==> src/rtl/wb_pkg.sv <==
// rtl/wb_pkg.sv - shared widths and result record for the write-back arbiter
package wb_pkg;

    localparam int XLEN      = 32;
    localparam int REG_IDX_W = 5;
    localparam int NREG      = 32;

    typedef struct packed {
        logic [REG_IDX_W-1:0] rd;
        logic [XLEN-1:0]      data;
    } wb_result_t;

endpackage

==> src/rtl/wb_load_queue.sv <==
// rtl/wb_load_queue.sv - synchronous circular FIFO holding load results awaiting the write port
module wb_load_queue #(
    parameter int WIDTH = 37,
    parameter int DEPTH = 2
) (
    input  logic                         clk,
    input  logic                         rst,
    input  logic                         push,
    input  logic [WIDTH-1:0]             push_data,
    input  logic                         pop,
    output logic [WIDTH-1:0]             head,
    output logic [$clog2(DEPTH+1)-1:0]   count,
    output logic                         full,
    output logic                         empty
);

    localparam int AW = $clog2(DEPTH);
    localparam int PW = AW + 1;

    logic [WIDTH-1:0] mem [DEPTH];
    logic [PW-1:0]    wr_ptr;
    logic [PW-1:0]    rd_ptr;

    // Extra MSB on each pointer distinguishes full from empty when the index bits match.
    assign empty = (wr_ptr == rd_ptr);
    assign full  = (wr_ptr[PW-1] != rd_ptr[PW-1]) && (wr_ptr[AW-1:0] == rd_ptr[AW-1:0]);
    assign count = wr_ptr - rd_ptr;
    assign head  = mem[rd_ptr[AW-1:0]];

    always_ff @(posedge clk) begin
        if (rst) begin
            wr_ptr <= '0;
            rd_ptr <= '0;
        end else begin
            if (push) begin
                wr_ptr <= wr_ptr + 1'b1;
            end
            if (pop) begin
                rd_ptr <= rd_ptr + 1'b1;
            end
        end
    end

    always_ff @(posedge clk) begin
        if (push) begin
            mem[wr_ptr[AW-1:0]] <= push_data;
        end
    end

endmodule

==> src/rtl/wb_arbiter.sv <==
// rtl/wb_arbiter.sv - register-file write-port arbiter and RAW scoreboard; WB_BYPASS_EN adds decode bypass outputs
module wb_arbiter #(
    parameter int XLEN     = wb_pkg::XLEN,
    parameter int LQ_DEPTH = 2,
    parameter int NREG     = wb_pkg::NREG
) (
    input  logic                            clk,
    input  logic                            rst,
    input  logic                            alu_valid,
    input  logic [wb_pkg::REG_IDX_W-1:0]    alu_rd,
    input  logic [XLEN-1:0]                 alu_data,
    input  logic                            ld_valid,
    output logic                            ld_ready,
    input  logic [wb_pkg::REG_IDX_W-1:0]    ld_rd,
    input  logic [XLEN-1:0]                 ld_data,
    input  logic                            iss_valid,
    input  logic [wb_pkg::REG_IDX_W-1:0]    iss_rd,
    input  logic [wb_pkg::REG_IDX_W-1:0]    qry_a,
    input  logic [wb_pkg::REG_IDX_W-1:0]    qry_b,
    output logic                            busy_a,
    output logic                            busy_b,
    output logic [wb_pkg::REG_IDX_W-1:0]    wb_addr,
    output logic [XLEN-1:0]                 wb_data,
    output logic                            wb_en,
`ifdef WB_BYPASS_EN
    output logic                            byp_hit_a,
    output logic                            byp_hit_b,
    output logic [XLEN-1:0]                 byp_data_a,
    output logic [XLEN-1:0]                 byp_data_b,
`endif
    output logic [$clog2(LQ_DEPTH+1)-1:0]   lq_count
);

    import wb_pkg::*;

    localparam int ENTRY_W = REG_IDX_W + XLEN;

    logic                 alu_sel;
    logic                 ld_acc;
    logic                 cut;
    logic                 push;
    logic                 pop;
    logic                 q_full;
    logic                 q_empty;
    logic [ENTRY_W-1:0]   q_head;
    logic                 sel_valid;
    logic [REG_IDX_W-1:0] sel_rd;
    logic [XLEN-1:0]      sel_data;
    logic [NREG-1:0]      sb;
    logic [NREG-1:0]      sb_next;

    // Results to x0 are swallowed here so they never reach the port, queue or scoreboard.
    assign alu_sel  = alu_valid && (alu_rd != '0);
    assign pop      = !alu_sel && !q_empty;
    assign ld_ready = !q_full || pop;
    assign ld_acc   = ld_valid && ld_ready && (ld_rd != '0);
    assign cut      = ld_acc && !alu_sel && q_empty;
    assign push     = ld_acc && !cut;

    wb_load_queue #(
        .WIDTH (ENTRY_W),
        .DEPTH (LQ_DEPTH)
    ) u_lq (
        .clk       (clk),
        .rst       (rst),
        .push      (push),
        .push_data ({ld_rd, ld_data}),
        .pop       (pop),
        .head      (q_head),
        .count     (lq_count),
        .full      (q_full),
        .empty     (q_empty)
    );

    always_comb begin
        sel_valid = 1'b0;
        sel_rd    = alu_rd;
        sel_data  = alu_data;
        if (alu_sel) begin
            sel_valid = 1'b1;
        end else if (!q_empty) begin
            sel_valid = 1'b1;
            sel_rd    = q_head[ENTRY_W-1:XLEN];
            sel_data  = q_head[XLEN-1:0];
        end else if (cut) begin
            sel_valid = 1'b1;
            sel_rd    = ld_rd;
            sel_data  = ld_data;
        end
    end

    // Set is applied after clear so a same-cycle re-issue keeps the register busy.
    always_comb begin
        sb_next = sb;
        if (sel_valid) begin
            sb_next[sel_rd] = 1'b0;
        end
        if (iss_valid && (iss_rd != '0)) begin
            sb_next[iss_rd] = 1'b1;
        end
    end

    always_ff @(posedge clk) begin
        if (rst) begin
            wb_en   <= 1'b0;
            wb_addr <= '0;
            wb_data <= '0;
            sb      <= '0;
        end else begin
            wb_en <= sel_valid;
            if (sel_valid) begin
                wb_addr <= sel_rd;
                wb_data <= sel_data;
            end
            sb <= sb_next;
        end
    end

    assign busy_a = (qry_a != '0) && sb[qry_a];
    assign busy_b = (qry_b != '0) && sb[qry_b];

`ifdef WB_BYPASS_EN
    assign byp_hit_a  = wb_en && (wb_addr == qry_a) && (qry_a != '0);
    assign byp_hit_b  = wb_en && (wb_addr == qry_b) && (qry_b != '0);
    assign byp_data_a = wb_data;
    assign byp_data_b = wb_data;
`endif

endmodule
==> config.mk <==
export PLATFORM = sky130hd
export DESIGN_NAME = wb_arbiter
export DESIGN_NICKNAME = d
export VERILOG_FILES = /design/src/rtl/wb_pkg.sv /design/src/rtl/wb_load_queue.sv /design/src/rtl/wb_arbiter.sv
export SDC_FILE = /design/constraint.sdc
export NUM_CORES = 1
export LEC_CHECK = 0
export BUFFER_PORTS_ARGS = -buffer_cell sky130_fd_sc_hd__buf_2
export CAP_MARGIN = 20
export CORE_UTILIZATION = 25
export DETAILED_ROUTE_END_ITERATION = 7
export PLACE_DENSITY_LB_ADDON = 0.2
export SYNTH_ARGS = -nofsm -noshare
export SYNTH_HDL_FRONTEND = slang
export SYNTH_SLANG_ARGS = --single-unit
==> constraint.sdc <==
create_clock -name clk -period 4.8 [get_ports clk]
set_input_delay 0.72 -clock clk [delete_from_list [all_inputs] [get_ports clk]]
set_output_delay 0.72 -clock clk [all_outputs]
set_load 0.05 [all_outputs]
# Word-level counts from Yosys, hierarchy flattened
# Memory sizes are Yosys's and may differ from the RTL's. A register that Yosys moved wholly into a read port is not among the register bits.
# Index checks and enable logic that the tools add are counted.
word_totals:
  in_bits: 94
  out_inout_bits: 43
  register_bits: 74
  ramBits: 74
  n_memories: 1
  elab_cells: 68
classes:
  n_eq_ne: 3
  muxes: 23
  n_bitwise: 3
  addsub: 3
  n_reduce_logical: 23
  magnitude_cmp: 6
mem_list:
  columns: ["name", "words", "word_bits", "rd", "rd_ports_with_merged_regs", "wr", "line_no", "text"]
  rows:
  - ["u_lq.mem", 2, 37, 1, 1, 1, "wb_load_queue.sv:20", "logic [WIDTH-1:0] mem [DEPTH];"]
ops:
  columns: ["operator", "n"]
  rows:
  - ["$mux W32", 5]
  - ["$and A32 B32 Y32", 1]
  - ["$not A32 Y32", 1]
  - ["$or A32 B32 Y32", 1]
  - ["$reduce_bool A5 Y1", 5]
  - ["$lt A5 B6 Y1 const B", 4]
  - ["$mux W5", 3]
  - ["$logic_and A1 B1 Y1", 13]
  - ["$mux W1", 11]
  - ["$bmux W1 S5", 2]
  - ["$demux W1 S5", 2]
  - ["$ge A5 B1 Y1 const B", 2]
  - ["$add A2 B1 Y2 const B", 2]
  - ["$logic_not A1 Y1", 4]
  - ["$eq A2 B2 Y1", 1]
  - ["$sub A2 B2 Y2", 1]
  - ["$eq A1 B1 Y1", 1]
  - ["$logic_or A1 B1 Y1", 1]
  - ["$ne A1 B1 Y1", 1]

# Logic depth before layout (Yosys ltp)
# Gate-level depths: netlist (run 1).
depth:
  ltp_word: 21
  ltp_mapped: 10
  mapped_depth_nobuf: 8

# Hierarchy
# Synthesis (run 1) repeated with hierarchy kept, for this count alone.
unflattened:
  hier_cells: 622
  area_unflattened_um2: 7181.9
modules_own_cells:
  columns: ["module", "instances", "cells_per_inst", "area_per_inst_um2"]
  rows:
  - ["wb_arbiter", 1, 482, 4125.2]
  - ["wb_load_queue", 1, 140, 3056.7]

# Least setup slack after synthesis (run 1)
# No wires, ideal clock.
synth_path:
  path_type: "input to register"
  startpoint: "input port alu_rd[0] (netlist bit)"
  endpoint: "memory u_lq.mem[1][0] (enable)"
  required_time_ns: 4.308
  setup_ns: 0.492
  stages: 5
  arrival_time_ns: 4.688
  path_slack_ns: -0.380
  n_path_buf: 1
  cell_sequence: "or4_4 o21a_4 buf_6 xnor2_1 a211oi_1"
synth_via:
  elab_chain_len: 13
synth_rtl:
  columns: ["element", "line_no", "text"]
  rows:
  - ["from (decl)", "wb_arbiter.sv:10", "input logic [wb_pkg::REG_IDX_W-1:0] alu_rd,"]
  - ["$reduce_bool A5 Y1 (*)", "wb_arbiter.sv:53", "assign alu_sel = alu_valid && (alu_rd != '0);"]
  - ["$logic_and A1 B1 Y1 (*)", "wb_arbiter.sv:53", null]
  - ["$logic_not A1 Y1 (*)", "wb_arbiter.sv:54, wb_arbiter.sv:57", null]
  - ["$logic_and A1 B1 Y1", "wb_arbiter.sv:54", "assign pop = !alu_sel && !q_empty;"]
  - ["$logic_or A1 B1 Y1", "wb_arbiter.sv:55", "assign ld_ready = !q_full || pop;"]
  - ["$logic_and A1 B1 Y1 (2 in a row)", "wb_arbiter.sv:56", "assign ld_acc = ld_valid && ld_ready && (ld_rd != '0);"]
  - ["$logic_and A1 B1 Y1 (2 in a row)", "wb_arbiter.sv:57", "assign cut = ld_acc && !alu_sel && q_empty;"]
  - ["$logic_not A1 Y1", "wb_arbiter.sv:58", "assign push = ld_acc && !cut;"]
  - ["$logic_and A1 B1 Y1 (*)", "wb_arbiter.sv:58", null]
  - ["$mux W1 (*)", "wb_load_queue.sv:45", "if (push) begin"]
  - ["$mux W1 (not written as such) (*)", "wb_load_queue.sv:46", "mem[wr_ptr[AW-1:0]] <= push_data;"]
  - ["to (decl)", "wb_load_queue.sv:20", null]
# Mark *: on every way between the ends. The rest lies on a longest branch, timed or not.

# Final worst setup path (run 1)
layout_path:
  startpoint: "input port qry_b[0] (netlist bit)"
  endpoint: "output port busy_b"
layout_via:
  elab_chain_len: 3
layout_rtl:
  columns: ["element", "line_no", "text"]
  rows:
  - ["from (decl)", "wb_arbiter.sv:19", "input logic [wb_pkg::REG_IDX_W-1:0] qry_b,"]
  - ["$bmux W1 S5", "wb_arbiter.sv:120", "assign busy_b = (qry_b != '0) && sb[qry_b];"]
  - ["$mux W1 (not written as such)", "wb_arbiter.sv:120", null]
  - ["$logic_and A1 B1 Y1 (*)", "wb_arbiter.sv:120", null]
  - ["to (decl)", "wb_arbiter.sv:21", "output logic busy_b,"]
# Mark *: on every way between the ends. The rest lies on a longest branch, timed or not. The select of a mux whose other input is x is not followed.

==> impl_metrics.ini, run 1 <==
[place]
hpwl_mm = 14.22
port_buffers = 136
place_area_um2 = 8157
gp_congestion = 0.7734

[hold_path]
hold_start = wb_addr[4]
hp-class = register to register
hold_depth = 2
min_to = wb_addr[4]

[clocking]
cts_htree_levels = 4
hold_buffers = 0
cts_tree = built
cts_resized = 0
cts_setup_buffers = 0
clk_latency_ns = 0.42
clockBufferDepth = 2
cts_buffers = 17
clockRootBuffer = clkbuf_16
clkTransAtPathRegs_ns = 0.06
cts_sinks = 148

[critical_path]
cp-startpoint = qry_b[0]
reg2regPathDepth = 9
cpPeakStageDelay_ns = 0.56
timing.rr.start = u_lq.wr_ptr[0]
end_kind = primary output
cp.arrival_ns = 2.46
crit_chain = buf_2 > mux4_2 > mux4_2 > mux2_2 > buf_2
reg2reg_to = sb[22]
critical_path_class = input pin to primary output
critPathSlowestCell = mux4_2
reg2reg_slack_ns = 1.90
crit_required_ns = 4.08
path_max_fanout = 9
start_kind = input pin

[layout]
synthToLayoutAreaGrowth_pct = 24.16
fin_util = 0.3163
drive_above_1_share = 0.2938
fin_nets = 876
final_area_um2 = 8788

[detailed_routing]
highest_layer = met5
wl_met1_mm = 9.985
routed_wl_mm = 20.07
antenna_left = 0
route.vias.total = 5396
drcViolationCount = 0
firstDrtPassIters = 5
drt_iter0_drc = 245
met2_length_mm = 8.901
wl_met3_um = 990
viasPerCell = 4.596
detail_route.wl_per_cell_um = 17.09

[timing]
max_slew_margin = 0.4437
rsz0062_at_grt = false
min_period_ns = 3.183
setup_viol = 0
fin_tns_setup_ns = 0
fmax_mhz = 314.1
worst_pin_slew_ns = 0.8327
drv_slew = 0
fin_crit_sh = 0.6632
hold_violations = 0
skew_ns = 0.01525

[logic_synthesis]
synthArstFlopShare = 0
synthAdderAreaFrac = 0.001768
ys.flop_type = edfxtp_1
synth_edf_count = 74
seq_area_frac_synth = 0.5232
synthMuxAreaShare = 0.1515
syn_avg_cell_area_um2 = 10.81
synth_nets = 750
synth_top_family_by_area = simple AND/OR/NAND/NOR gates
synth_cells = 655
yosysUniqueCellTypes = 50
synth_warnings = 0
syn_area_um2 = 7078
synthSimpleGateAreaFrac = 0.1594
synth_compound_area_frac = 0.1285
synth-xor-area-share = 0.009899
synth-seq-cells = 148

[grt]
grt_pass1_vias = 5314
grt.overflow.total = 0
grt_max_degree = 53
grtUsageTotal = 0.1417
grt_pass1_wl_mm = 31.16
antenna_found_initial = 4

[floorplanning]
coreArea_um2 = 27780
die_area_um2 = 28990
ios = 137
die_w_um = 170.3
rows = 61
initial_core_util = 0.2548
die_h_um = 170.3

[run_status]
status = complete, no violations

[pwr]
vdd_drop_max_v = 0.0002555
pwr_density_cell_nw_per_um2 = 549.7
p_leak_nw = 3.221

[job]
cap_viol_max_count = 0
-- state kept, by name, summed over array words and instances, names as in the netlist, named ones only --
signal       count
u_lq.mem        74
wb_data         32
sb              31
wb_addr          5
u_lq.rd_ptr      2
u_lq.wr_ptr      2
wb_en            1
-- power by group --
part	leakage, nW	internal [mW]	switching, mW	total (mW)
logic	1.65	0.524	1.28	1.80
registers	1.29	1.57	0.109	1.68
clock network	0.276	0.786	0.564	1.35
-- synth_stat cells (4+ instances only) --
cell type,n,area (µm²)
o21ai_0,4,20.02
nor2_1,36,135.1
dfxtp_1,74,1481
xnor2_1,6,52.55
a221oi_1,4,35.03
a311oi_2,5,75.07
o22ai_1,4,25.02
mux2_2,5,56.30
nor2b_1,5,31.28
nor3_2,8,80.08
edfxtp_1,74,2222
buf_1,4,15.01
nor4_1,13,81.33
a21oi_1,61,305.3
a311oi_1,19,166.4
buf_2,4,20.02
nand2b_1,9,56.30
mux4_2,18,405.4
o21ai_1,4,20.02
mux2i_1,61,610.6
clkbuf_1,29,108.9
nand2_1,123,461.7
a211oi_1,8,60.06
nand3_1,30,150.1
nor3_1,10,50.05
-- layer usage --
layer  vias to the layer above  track usage
met5                         -            0
met4                         2      0.03525
met3                        18      0.03465
met2                       136       0.2169
met1                      2540       0.1988
li1                       2700            -
-- layout make-up --
cell class | instances | area (µm²)
well taps | 378 | 473.0
clock inverters | 12 | 141.4
inverters | 2 | 7.507
diodes | 3 | 7.507
fillers | 2972 | 18990
multi-input cells | 465 | 3223
flip-flops and latches | 148 | 3705
repair buffers | 147 | 788.3
clock buffers | 19 | 442.9
-- layout by cell type (no fill, tap or decap), types with 5 or more instances in the layout --
| cell type | count |
|---|---|
| a211oi_1 | 7 |
| a21oi_1 | 61 |
| a311oi_1 | 19 |
| a311oi_2 | 5 |
| buf_2 | 136 |
| buf_4 | 9 |
| clkbuf_16 | 17 |
| dfxtp_1 | 73 |
| edfxtp_1 | 74 |
| mux2_2 | 5 |
| mux2i_1 | 61 |
| mux4_2 | 18 |
| nand2_1 | 123 |
| nand2b_1 | 9 |
| nand3_1 | 30 |
| nor2_1 | 35 |
| nor2b_1 | 5 |
| nor3_1 | 10 |
| nor3_2 | 8 |
| nor4_1 | 13 |
| xnor2_1 | 6 |
-- through the flow --
step | setup slack [ns] | hold slack (ns) | instances | total power, mW
6_report | 1.617 | 0.4686 | 1174 | 4.831
5_1_grt | 1.556 | 0.4845 | 1171 | 5.120
4_1_cts | 1.587 | 0.4641 | 1169 | 4.895
3_5_place_dp | 1.362 | 0.4548 | 1138 | 3.532
3_3_place_gp | 1.383 | 0.4415 | 1138 | 3.539
2_1_floorplan | 0.9377 | 0.4839 | 655 | 2.991
-- worst max path at each step --
| stage | endpoint | slack, ns | depth (start not counted) |
|---|---|---|---|
| floorplan | u_lq.mem[1][0] | 0.94 | 5 |
| global placement | sb[20] | 1.38 | 8 |
| detailed placement | sb[25] | 1.36 | 8 |
| CTS | busy_b | 1.59 | 5 |
| global route | busy_b | 1.56 | 5 |
| finish | busy_b | 1.62 | 5 |
-- cell families after synthesis --
| kind of cell | count (synthesis) |
|---|---|
| AND/OR/NAND/NOR | 245 |
| AO/OA/AOI/OAI | 127 |
| buffers and inverters | 42 |
| XOR/XNOR | 8 |
| multiplexers | 84 |
| flip-flops | 148 |
| adder cells (fa/ha/maj) | 1 |
-- worst max-delay path, delay by kind of cell --
family | cells | cell delay [ns]
muxes | 3 | 1.29
buffers and inverters | 2 | 0.45
(Power assumes the default switching activity.)
==> run 2: changes to the inputs <==
==> constraint.sdc (replaced) <==
create_clock -name clk -period 2.7 [get_ports clk]
set_input_delay 0.405 -clock clk [delete_from_list [all_inputs] [get_ports clk]]
set_output_delay 0.405 -clock clk [all_outputs]
set_load 0.05 [all_outputs]
==> impl_metrics.ini, run 2 (synthesized netlist as in run 1, its figures left out) <==
[floorplanning]
ios = 137
die_w_um = 170.3
die_area_um2 = 28990
rows = 61
coreArea_um2 = 27780
initial_core_util = 0.2548
die_h_um = 170.3

[grt]
grt_pass1_vias = 5353
grt_pass1_wl_mm = 31.83
antenna_found_initial = 2
grt.overflow.total = 0
grt_max_degree = 61
grtUsageTotal = 0.1466

[timing]
whs_ns = 0.1716
rsz0062_at_grt = false
fmax_mhz = 383.7
fin_tns_setup_ns = 0
max_slew_margin = 0.5833
skew_ns = 0.01648
final.setup.worst_slack_ns = 0.09406
min_period_ns = 2.606
setup_viol = 0
worst_pin_slew_ns = 0.6250
drv_slew = 0
fin_crit_sh = 0.9652
hold_violations = 0

[clocking]
hold_buffers = 0
cts_sinks = 148
clkTransAtPathRegs_ns = 0.08
clockRootBuffer = clkbuf_16
cts_buffers = 17
clockBufferDepth = 2
cts_htree_levels = 4
clk_latency_ns = 0.43
cts_tree = built
cts_resized = 0
cts_setup_buffers = 0

[place]
hpwl_mm = 14.07
gp_congestion = 0.7767
pre_cts_ws_ns = 0.01774
port_buffers = 136

[pwr]
pwr_density_cell_nw_per_um2 = 981.1
p_leak_nw = 3.317
finalPower_mw = 8.784
vdd_drop_max_v = 0.0004453

[detailed_routing]
detail_route.wl_per_cell_um = 17.34
drt_iter0_drc = 353
firstDrtPassIters = 4
drcViolationCount = 0
viasPerCell = 4.657
route.vias.total = 5523
routed_wl_mm = 20.56
antenna_left = 0

[critical_path]
start_kind = register
crit_required_ns = 2.30
end_kind = primary output
path_max_fanout = 3
critical_path_class = register to primary output
cp.arrival_ns = 2.20

[layout]
synthToLayoutAreaGrowth_pct = 26.48
fin_nets = 889
n_fill_cell = 2969
regArea_um2 = 3705
fin_util = 0.3222
final_common_cell = buf_2
largest_reg_flops = 74
multi_input_area_um2 = 3244
final_cell_mix = buf_2, nand2_1, edfxtp_1
drive_above_1_share = 0.3110

[run_status]
status = complete, no violations

[job]
cap_viol_max_count = 0

[hold_path]
hp-class = input pin to register
## run 2: cell types whose count changed in the layout (fill, tap and decap cells not counted), sizes merged
cell      change
clkinv        +5
diode         -2
clkinvlp      -3
buf          +13
inv           +3
bufinv        -2
clkbuf        -2
## run 2: area by class of cell
cell class	instances	area share
sequential	148	0.4138
multi-input combinational	465	0.3624
timing repair buffer	160	0.1003
tap	378	0.05283
clock buffer	17	0.04752
clock inverter	15	0.02194
inverter	2	0.0008386
antenna	1	0.0002795
## run 2: power breakdown
group | internal, mW | total [mW] | switching (mW)
sequential | 2.79 | 2.95 | 0.155
clock | 1.27 | 2.46 | 1.19
combinational | 1.04 | 3.38 | 2.34
## run 2: final timing paths
kind,end,start,cells after the start,slack [ns]
max,busy_b,sb[15],4,0.09
min,u_lq.mem[1][16],ld_data[16],1,0.17
max reg2reg,sb[8],u_lq.wr_ptr[0],9,0.25
min reg2reg,wb_addr[4],wb_addr[4],2,0.48
## run 2: critical path: stages (launching register included)
cell and delay (ns):
dfxtp_1 0.36, mux4_2 0.47, mux4_2 0.47, mux2_2 0.26, buf_2 0.21
## run 2: layer usage
metal / vias to the layer above / track usage / wire (µm)
met4: 2 / 0.03956 / 229
li1: 2726 / - / -
met3: 16 / 0.03674 / 1296
met2: 159 / 0.2190 / 8726
met5: - / 0 / 17
met1: 2620 / 0.2084 / 10290
## run 2: metrics by stage
stage | instance area, µm² | instances
2_1_floorplan | 7111 | 655
3_3_place_gp | 8328 | 1153
3_5_place_dp | 8328 | 1153
4_1_cts | 8950 | 1185
5_1_grt | 8950 | 1185
6_report | 8952 | 1186
==> run 3: changes to the inputs <==
--- a/config.mk
+++ b/config.mk
@@ -5,11 +5,13 @@
 export SDC_FILE = /design/constraint.sdc
 export NUM_CORES = 1
 export LEC_CHECK = 0
-export BUFFER_PORTS_ARGS = -buffer_cell sky130_fd_sc_hd__buf_2
+export BUFFER_PORTS_ARGS = -buffer_cell sky130_fd_sc_hd__clkbuf_2
 export CAP_MARGIN = 20
+export CELL_PAD_IN_SITES_DETAIL_PLACEMENT = 0
+export CELL_PAD_IN_SITES_GLOBAL_PLACEMENT = 1
 export CORE_UTILIZATION = 25
 export DETAILED_ROUTE_END_ITERATION = 7
-export PLACE_DENSITY_LB_ADDON = 0.2
+export PLACE_DENSITY_LB_ADDON = 0.12
 export SYNTH_ARGS = -nofsm -noshare
 export SYNTH_HDL_FRONTEND = slang
 export SYNTH_SLANG_ARGS = --single-unit
==> impl_metrics.ini, run 3 (synthesized netlist as in run 1, its figures left out) <==
[pwr]
vdd_drop_max_v = 0.0003759
p_leak_nw = 3.273
pwr_density_cell_nw_per_um2 = 966.1

[timing]
max_slew_margin = 0.4953
drv_slew = 0
hold_violations = 0
fmax_mhz = 378.2
min_period_ns = 2.644
skew_ns = 0.01432
rsz0062_at_grt = false
whs_ns = 0.1972
setup_viol = 0
worst_pin_slew_ns = 0.7543
fin_crit_sh = 0.9794

[critical_path]
critical_path_class = register to primary output
crit_required_ns = 2.30
start_kind = register
end_kind = primary output
path_max_fanout = 3
cp.arrival_ns = 2.24

[layout]
final_cell_mix = clkbuf_2, nand2_1, edfxtp_1
largest_reg_flops = 74
synthToLayoutAreaGrowth_pct = 25.35
final_common_cell = clkbuf_2
drive_above_1_share = 0.3082
layout.cells.non_filler = 1186
final_area_um2 = 8872
fin_nets = 890
diodes = 0

[detailed_routing]
detail_route.wl_per_cell_um = 17.98
routed_wl_mm = 21.33
route.vias.total = 5584
drcViolationCount = 0
drt_iter0_drc = 286
firstDrtPassIters = 5
viasPerCell = 4.708
antenna_left = 0

[clocking]
cts_setup_buffers = 0
clockBufferDepth = 2
cts_htree_levels = 4
clockRootBuffer = clkbuf_16
hold_buffers = 0
cts_sinks = 148
cts_resized = 0
cts_tree = built
clkTransAtPathRegs_ns = 0.06
clk_latency_ns = 0.42
cts_buffers = 17

[grt]
grt_pass1_vias = 5666
grt_pass1_wl_mm = 32.84
grtUsageTotal = 0.1519
grt_max_degree = 33
grt.overflow.total = 0
antenna_found_initial = 1

[floorplanning]
rows = 61
die_w_um = 170.3
coreArea_um2 = 27780
die_area_um2 = 28990
initial_core_util = 0.2548
die_h_um = 170.3
ios = 137

[place]
gp_congestion = 0.8527
hpwl_mm = 15.62
dp_cells = 1154
place_area_um2 = 8323
port_buffers = 136

[run_status]
status = complete, no violations

[job]
cap_viol_max_count = 0

[hold_path]
hp-class = input pin to register
[run 3: changes by cell type in the layout (fill, tap and decap cells not counted), moves of 3 or more]
cell,previous run,this run
buf_2,136,3
clkbuf_2,0,133
clkinv_8,7,0
clkinvlp_4,0,5
inv_6,5,1
clkbuf_1,0,3
[run 3: where the power goes]
group	switching [mW]	total, mW	internal (mW)
sequential	0.171	2.97	2.79
combinational	2.36	3.39	1.03
clock	0.948	2.21	1.27
[run 3: path summary, 6_finish.rpt]
kind | from | to | slack (ns) | cells after the start
setup / recovery | sb[19] | busy_b | 0.06 | 4
hold / removal | ld_data[13] | u_lq.mem[0][13] | 0.20 | 1
setup reg to reg | u_lq.wr_ptr[0] | sb[23] | 0.25 | 9
hold reg to reg | wb_addr[4] | wb_addr[4] | 0.46 | 2
[run 3: layer usage]
layer,vias up,GRT usage,wire [µm]
met5,-,0,12
met4,2,0.04740,330
met3,21,0.03721,1057
met2,155,0.2504,10220
met1,2682,0.1949,9707
li1,2724,-,-
[run 3: per-stage QoR]
stage	setup TNS, ns	power (mW)	utilization	setup WS [ns]
finish	0	8.572	0.3194	0.05558
detailed placement	0	6.466	0.2996	0.08125
global route	0	9.088	0.3194	0.01587
global placement	0	6.434	0.2996	0.1373
floorplan	-10.61	5.339	-	-0.2801
CTS	0	8.712	0.3192	0.01966
[run 3: layout make-up]
type | count | area, µm²
multi-input combinational | 465 | 3249
timing repair buffer | 161 | 893.4
fill | 2911 | 18910
clock buffer | 20 | 436.7
inverter | 2 | 7.507
tap | 378 | 473.0
sequential | 148 | 3705
clock inverter | 12 | 107.6
[run 3: critical path, cell delays in order, from the launching register on]
cell and delay (ns):
dfxtp_1 0.35, mux4_2 0.50, mux4_2 0.49, mux2_2 0.27, buf_2 0.21
